==> src/rtl/dist_filter_zone.sv <==
// dist_filter_zone: 4-sample moving average, hysteretic near/mid/far zone and proximity alarm; optional timeout via DIST_FILT_TIMEOUT_EN
module dist_filter_zone #(
    parameter int NEAR_CM     = 20,
    parameter int FAR_CM      = 50,
    parameter int HYST_CM     = 3,
    parameter int TIMEOUT_CYC = 5_000_000
) (
    input  logic       clk,
    input  logic       rst,
    input  logic [8:0] distancia_cm,
    input  logic       valid,
    output logic [8:0] dist_avg,
    output logic       avg_valid,
    output logic [1:0] zona,
    output logic       alarma,
    output logic       timeout
);
    typedef enum logic [1:0] {IDLE, SHIFT, SUM, OUT} state_t;
    localparam logic [1:0] Z_UNK  = 2'd0;
    localparam logic [1:0] Z_NEAR = 2'd1;
    localparam logic [1:0] Z_MID  = 2'd2;
    localparam logic [1:0] Z_FAR  = 2'd3;
    localparam logic [8:0] NEAR_TH = 9'(NEAR_CM);
    localparam logic [8:0] FAR_TH  = 9'(FAR_CM);
    localparam logic [8:0] NEAR_HI = 9'(NEAR_CM + HYST_CM);
    localparam logic [8:0] FAR_LO  = 9'(FAR_CM - HYST_CM);
    state_t      state_q;
    logic        v1_q, v2_q, v3_q;
    logic        acc, expire;
    logic [8:0]  sample_q, w0_q, w1_q, w2_q, w3_q;
    logic [2:0]  n_q;
    logic [10:0] sum_q;
    logic [8:0]  avg_d, dist_avg_q;
    logic [1:0]  plain_d, zona_d, zona_q;
    logic        avg_valid_q, alarma_q;

    assign acc       = v2_q & ~v3_q;
    assign avg_d     = sum_q[10:2];
    assign dist_avg  = dist_avg_q;
    assign avg_valid = avg_valid_q;
    assign zona      = zona_q;
    assign alarma    = alarma_q;

    // two-flop synchroniser for the slow-domain valid plus an edge-history flop
    always_ff @(posedge clk) begin
        if (rst) begin
            v1_q <= 1'b0;
            v2_q <= 1'b0;
            v3_q <= 1'b0;
        end else begin
            v1_q <= valid;
            v2_q <= v1_q;
            v3_q <= v2_q;
        end
    end

    // hysteresis: leaving NEAR or FAR needs the average to clear the band first
    always_comb begin
        plain_d = (avg_d < NEAR_TH) ? Z_NEAR : (avg_d > FAR_TH) ? Z_FAR : Z_MID;
        zona_d  = (zona_q == Z_NEAR && avg_d < NEAR_HI) ? Z_NEAR :
                  (zona_q == Z_FAR && avg_d > FAR_LO) ? Z_FAR : plain_d;
    end

`ifdef DIST_FILT_TIMEOUT_EN
    localparam logic [22:0] TO_LAST = 23'(TIMEOUT_CYC - 1);
    logic [22:0] cnt_q, cnt_d;
    logic        timeout_q;
    assign expire  = ~acc & (cnt_q == TO_LAST);
    assign cnt_d   = acc ? '0 : expire ? cnt_q : cnt_q + 23'd1;
    assign timeout = timeout_q;

    // silence counter: holds at expiry, a new sample always wins over expiry
    always_ff @(posedge clk) begin
        if (rst) begin
            cnt_q     <= '0;
            timeout_q <= 1'b0;
        end else begin
            cnt_q     <= cnt_d;
            timeout_q <= acc ? 1'b0 : expire ? 1'b1 : timeout_q;
        end
    end
`else
    logic unused_cfg;
    assign unused_cfg = |32'(TIMEOUT_CYC);
    assign expire     = 1'b0;
    assign timeout    = 1'b0;
`endif

    // capture -> shift window -> sum -> publish; samples arriving mid-pipeline are dropped
    always_ff @(posedge clk) begin
        if (rst) begin
            state_q     <= IDLE;
            sample_q    <= '0;
            w0_q        <= '0;
            w1_q        <= '0;
            w2_q        <= '0;
            w3_q        <= '0;
            n_q         <= '0;
            sum_q       <= '0;
            dist_avg_q  <= '0;
            avg_valid_q <= 1'b0;
            zona_q      <= Z_UNK;
            alarma_q    <= 1'b0;
        end else begin
            avg_valid_q <= 1'b0;
            case (state_q)
                IDLE: if (acc) begin
                    sample_q <= distancia_cm;
                    state_q  <= SHIFT;
                end
                SHIFT: begin
                    w0_q    <= sample_q;
                    w1_q    <= w0_q;
                    w2_q    <= w1_q;
                    w3_q    <= w2_q;
                    n_q     <= (n_q == 3'd4) ? n_q : n_q + 3'd1;
                    state_q <= SUM;
                end
                SUM: begin
                    sum_q   <= 11'(w0_q) + 11'(w1_q) + 11'(w2_q) + 11'(w3_q);
                    state_q <= OUT;
                end
                default: begin
                    if (n_q == 3'd4) begin
                        dist_avg_q  <= avg_d;
                        avg_valid_q <= 1'b1;
                        zona_q      <= zona_d;
                        alarma_q    <= (zona_d == Z_NEAR);
                    end
                    state_q <= IDLE;
                end
            endcase
            if (expire) begin
                n_q      <= '0;
                zona_q   <= Z_UNK;
                alarma_q <= 1'b0;
            end
        end
    end
endmodule

==> config.mk <==
export PLATFORM = sky130hd
export DESIGN_NAME = dist_filter_zone
export DESIGN_NICKNAME = d
export VERILOG_FILES = /design/src/rtl/dist_filter_zone.sv
export SDC_FILE = /design/constraint.sdc
export NUM_CORES = 1
export LEC_CHECK = 0
export CAP_MARGIN = 20
export CORE_MARGIN = 2
export CORE_UTILIZATION = 55
export DETAILED_ROUTE_END_ITERATION = 12
export PLACE_DENSITY = 0.87
export RECOVER_POWER = 50
export SLEW_MARGIN = 20
export SYNTH_ARGS = -nofsm -noshare
export SYNTH_HDL_FRONTEND = slang
export SYNTH_SLANG_ARGS = --single-unit
==> constraint.sdc <==
create_clock -name clk -period 3.91 [get_ports clk]
set_input_delay 0.391 -clock clk [delete_from_list [all_inputs] [get_ports clk]]
set_output_delay 0.391 -clock clk [all_outputs]
set_load 0.01 [all_outputs]
======== Word-level counts from Yosys, hierarchy flattened ========
Cells that the tools add are included.
operators by class
  mux-type cells .......................... 7
  bitwise operators ....................... 4
  $add $sub $neg .......................... 4
  equality and inequality tests ........... 7
  multipliers ............................. 0
  reduce and logical (&&, ||, !) cells .... 8
  $lt $le $gt $ge ......................... 4
  divide/modulo/power cells ............... 0
  shift operators ......................... 0
operators by type and width
  kind                                                            count
  greater-than comparator 9 x 6 -> 1 bit (second input constant)  2
  less-than comparator 9 x 5 -> 1 bit (second input constant)     2
  adder 10 x 9 -> 11 bit                                          1
  adder 11 x 9 -> 11 bit                                          1
  adder 9 x 9 -> 10 bit                                           1
  2-to-1 mux 2 bit                                                4
  equality test 2 x 1 -> 1 bit (second input constant)            3
  case mux 2 bit (3 select lines)                                 1
  AND reduction 2 bit                                             3
  equality test 2 bit (second input constant)                     2
  OR reduction 4 bit                                              1
  adder 3 x 1 -> 3 bit (second input constant)                    1
  equality test 3 bit (second input constant)                     1
  NOT 1 bit                                                       3
  OR reduction 3 bit                                              1
  logical AND 1 bit                                               2
  zero test 2 bit                                                 1
  2-to-1 mux 1 bit                                                2
  inequality test 2 bit (second input constant)                   1
  bitwise AND 1 bit                                               1
word-level totals
  RAM bits ................................ 0
  memories kept ........................... 0
  bits of input ports ..................... 12
  latch bits .............................. 0
  ROM bits ................................ 0
  flip-flop bits (word level) ............. 77
  word-level logic and storage cells ...... 49
  output and inout bits ................... 14

======== Logic depth before layout (Yosys ltp) ========
  word-level depth ........................ 6
  depth in mapped cells ................... 10
  mapped depth without buffers ............ 9

======== Worst setup path before layout ========
No wires, ideal clock.
  path type ............................... reg-to-reg
  start point ............................. reg w0_q[1]
  end point ............................... reg sum_q[9]
  arrival time ............................ 2.767 ns
  required time ........................... 3.775 ns
  period minus slack after synthesis ...... 2.902 ns
  library setup time ...................... 0.135 ns
  path buffers ............................ 0
  cell stages (with the launch flop) ...... 10
  path slack .............................. 1.008 ns
  cells stage by stage .................... dfxtp_1 > inv_1 > fa_1 > fa_1 > or3b_4 > fa_1 > nor2b_1 > o31a_1 > o22a_1 > o311ai_1
on the way
  cells in the longest elaborated chain, start to end .. 3
ends and longest elaborated chain
  element                 line  RTL
  from (decl)             30    logic [8:0] sample_q, w0_q, w1_q, w2_q, w3_q;
  from (signal assigned)  112   w0_q <= sample_q;
  adder 9 x 9 -> 10 bit   120   sum_q <= 11'(w0_q) + 11'(w1_q) + 11'(w2_q) + 11'(w3_q);
  adder 10 x 9 -> 11 bit  120
  adder 11 x 9 -> 11 bit  120
  to (signal assigned)    120
  to (decl)               32    logic [10:0] sum_q;
No other way between the ends.
A chain may end at the register's enable or synchronous reset.

======== Worst setup path in the final report ========
Ends and elaborated chain as after synthesis.

==> results.ini <==
[drt]
first_iter_violations = 186
wirelength_um = 6680
wl_per_cell_um = 12.8
route.vias.total = 2799
first_pass_iters = 4
viasPerCell = 5.38
ant_nets = 0
drc = 0

[final_layout]
drive_gt1_share_pct = 4.77
syn2layout_area_growth_pct = 12.0
nets = 479
diodes = 0

[setup_path]
setup.worst_path.end_class = register
crit_top_cell = fa_1
critPathMaxStageDelay_ns = 0.56
r2r_start = w0_q[1]
slowest_stage = fa_1
path_class = register to register
worst_ep_arrival_time_ns = 3.30
worstSetupStartpointType = register
path_cells = inv_1 -> fa_1 -> fa_1 -> or3b_4 -> fa_1 -> nor2b_1 -> o31a_1 -> o22a_1 -> o311ai_1
critPathRequiredTime_ns = 4.09
crit_path_start = w0_q[1]
r2r_slack_ns = 0.79
crit_path_max_fanout = 5

[synthesis]
synthAdderAreaFrac_pct = 14.3
synthSimpleGateAreaFrac_pct = 16.8
yosysTopAreaCellShare_pct = 40.2
synthTopCellsByArea = dfxtp_1 40%, mux2i_1 10%, fa_1 9.6%
netlist_instances = 420
ys_seq_area_share_pct = 40.2
postSynthAreaPerCell_sq_um = 8.90
synth_warnings = 0
synth_compound_gate_area_share_pct = 8.91
synth-seq-cells = 75
synth-edff-count = 0
synth_flop_cell = dfxtp_1
synth_xor_area_share_pct = 0.703
synth_mux_area_share_pct = 10.4
synth_top_family_by_area = simple AND/OR/NAND/NOR gates
syn_area_sq_um = 3740
yosysUniqueCellTypes = 47
syn_nets = 464
synth_top_area_cell = dfxtp_1
ys_async_sr_fraction_pct = 0

[pwr]
cellLeakagePower_nw = 1.55
p_total_w = 0.00181
p_per_area_nw_per_um2 = 433
vdd_drop_max_mv = 0.284

[sta]
finalSetupViolations = 0
whs_ns = 0.446
maxSlewViolCount = 121
worst_slack_ns = 0.794
slew_headroom_pct = -52.5
grt_setup_unrepaired = false
fmax_mhz = 321
hold_viol_final = 0
timing.final.crit_share_pct = 79.7
setup_tns_ns = 0
period_minus_slack_ns = 3.12
tightest_slew_ns = 2.29
finalClockSkew_ns = 0.00739

[clock_tree]
clockBufferDepth = 2
cts_tree = yes
cts_sinks = 75
cts_resized = 0
cts_hold_buf = 0
post-cts-setup-buffers = 0
cts_buffers = 9
h-tree-depth = 3
clock-root-buffer = clkbuf_8
clkSlewWorstSetupHoldPaths_ns = 0.08
clk_latency_ns = 0.35

[global_routing]
grt_use_total_pct = 19.4
grt_pass1_vias = 2610
gr-total-overflow = 0
grt_max_degree = 42
grt_pass1_wl_um = 11500
antenna_found_initial = 0

[status]
failed_checks = max-capacitance violations, max-slew violations
outcome = finished, violations left

[worst_hold_path]
hold_start = v1_q
hold_class = register to register

[die]
core_sq_um = 6680
start_util_pct = 55.9
die-area_sq_um = 7470
rows = 30
pin_count = 26
die_y_um = 86.4
die_w_um = 86.4

[place]
place.gp.congestion = 0.757
place_worst_setup_slack_ns = 0.832
port-buffer-count = 24
place_hpwl_um = 4710

[job]
cap_viol_max_count = 3

## sequential cells by signal, indices dropped and copies added (netlist names), 2 cells and up
register	flops
w1_q	9
n_q	3
zona	2
state_q	2
sum_q	9
w3_q	9
dist_avg	9
w0_q	9
sample_q	9
w2_q	9
## where the power goes
group | internal (W) | switching, W
clock | 0.000309 | 0.000275
sequential | 0.000793 | 0.0000212
combinational | 0.000184 | 0.000232
total | 0.00129 | 0.000528
## cell usage in the layout, fill, tap and decap left out, types with 4 or more instances in the layout
cell	count
fa_1	18
nor2b_1	6
nand3_1	16
a21oi_1	24
mux2i_1	39
nand4_1	6
nand2_1	38
inv_1	60
o21ai_0	4
ha_1	14
nor3_1	9
nor2_1	48
o21a_1	4
dfxtp_1	75
clkdlybuf4s50_1	22
clkbuf_8	10
## routing by layer
layer | global-route usage, % | part of all wire [%]
met5 | 0 | 0
met4 | 7.67 | 1.4
met2 | 32.4 | 48
met1 | 24.2 | 47
met3 | 4.57 | 3.7
## kinds of logic (layout without fill, tap and decap cells)
logic type               after synthesis  after routing
other                                  1              1
multiplexers                          39             39
flip-flops                            75             75
AO/OA/AOI/OAI                         52             52
adder cells (fa/ha/maj)               32             32
AND/OR/NAND/NOR                      136            136
XOR/XNOR                               3              3
buffers and inverters                 82            102
## critical path: cells and delay by family, from the launching register on
kind                     cells  cell delay (ns)
buffers and inverters        1             0.07
AND/OR/NAND/NOR              2             0.57
flip-flops                   1             0.36
AO/OA/AOI/OAI                3             0.50
adder cells (fa/ha/maj)      3             1.44
## synthesized netlist by cell type (2+ instances only)
| cell type | count |
|---|---|
| dfxtp_1 | 75 |
| inv_1 | 60 |
| nor2_1 | 48 |
| mux2i_1 | 39 |
| nand2_1 | 38 |
| a21oi_1 | 24 |
| fa_1 | 18 |
| nand3_1 | 16 |
| ha_1 | 14 |
| clkbuf_1 | 11 |
| nor3_1 | 9 |
| buf_1 | 6 |
| nand4_1 | 6 |
| nor2b_1 | 6 |
| buf_2 | 4 |
| o21a_1 | 4 |
| o21ai_0 | 4 |
| a211oi_1 | 3 |
| xnor2_1 | 3 |
| a31oi_1 | 2 |
| and2_1 | 2 |
| nand2b_1 | 2 |
| o211ai_1 | 2 |
## final timing paths
path                                 end  cells past startpoint
worst max-delay path            sum_q[9]                      9
worst min-delay path                v2_q                      1
worst max register to register  sum_q[9]                      9
worst min register to register      v2_q                      1
## per-stage QoR
step | std cells | util, % | area (sq um)
after floorplan | 420 | - | 3740
after global placement | 504 | 59.8 | 4000
after detailed placement | 504 | 59.8 | 4000
after CTS | 520 | 62.7 | 4190
after global routing | 520 | 62.6 | 4180
final | 520 | 62.6 | 4180
## area by class of cell
| type | count | area [sq um] |
|---|---|---|
| clock buffer | 11 | 141 |
| clock inverter | 5 | 52.6 |
| fill | 580 | 2500 |
| inverter | 60 | 225 |
| multi-input combinational | 263 | 1920 |
| sequential | 75 | 1500 |
| tap | 80 | 100 |
| timing repair buffer | 26 | 245 |
No activity file was read; power rests on OpenSTA's default activity.
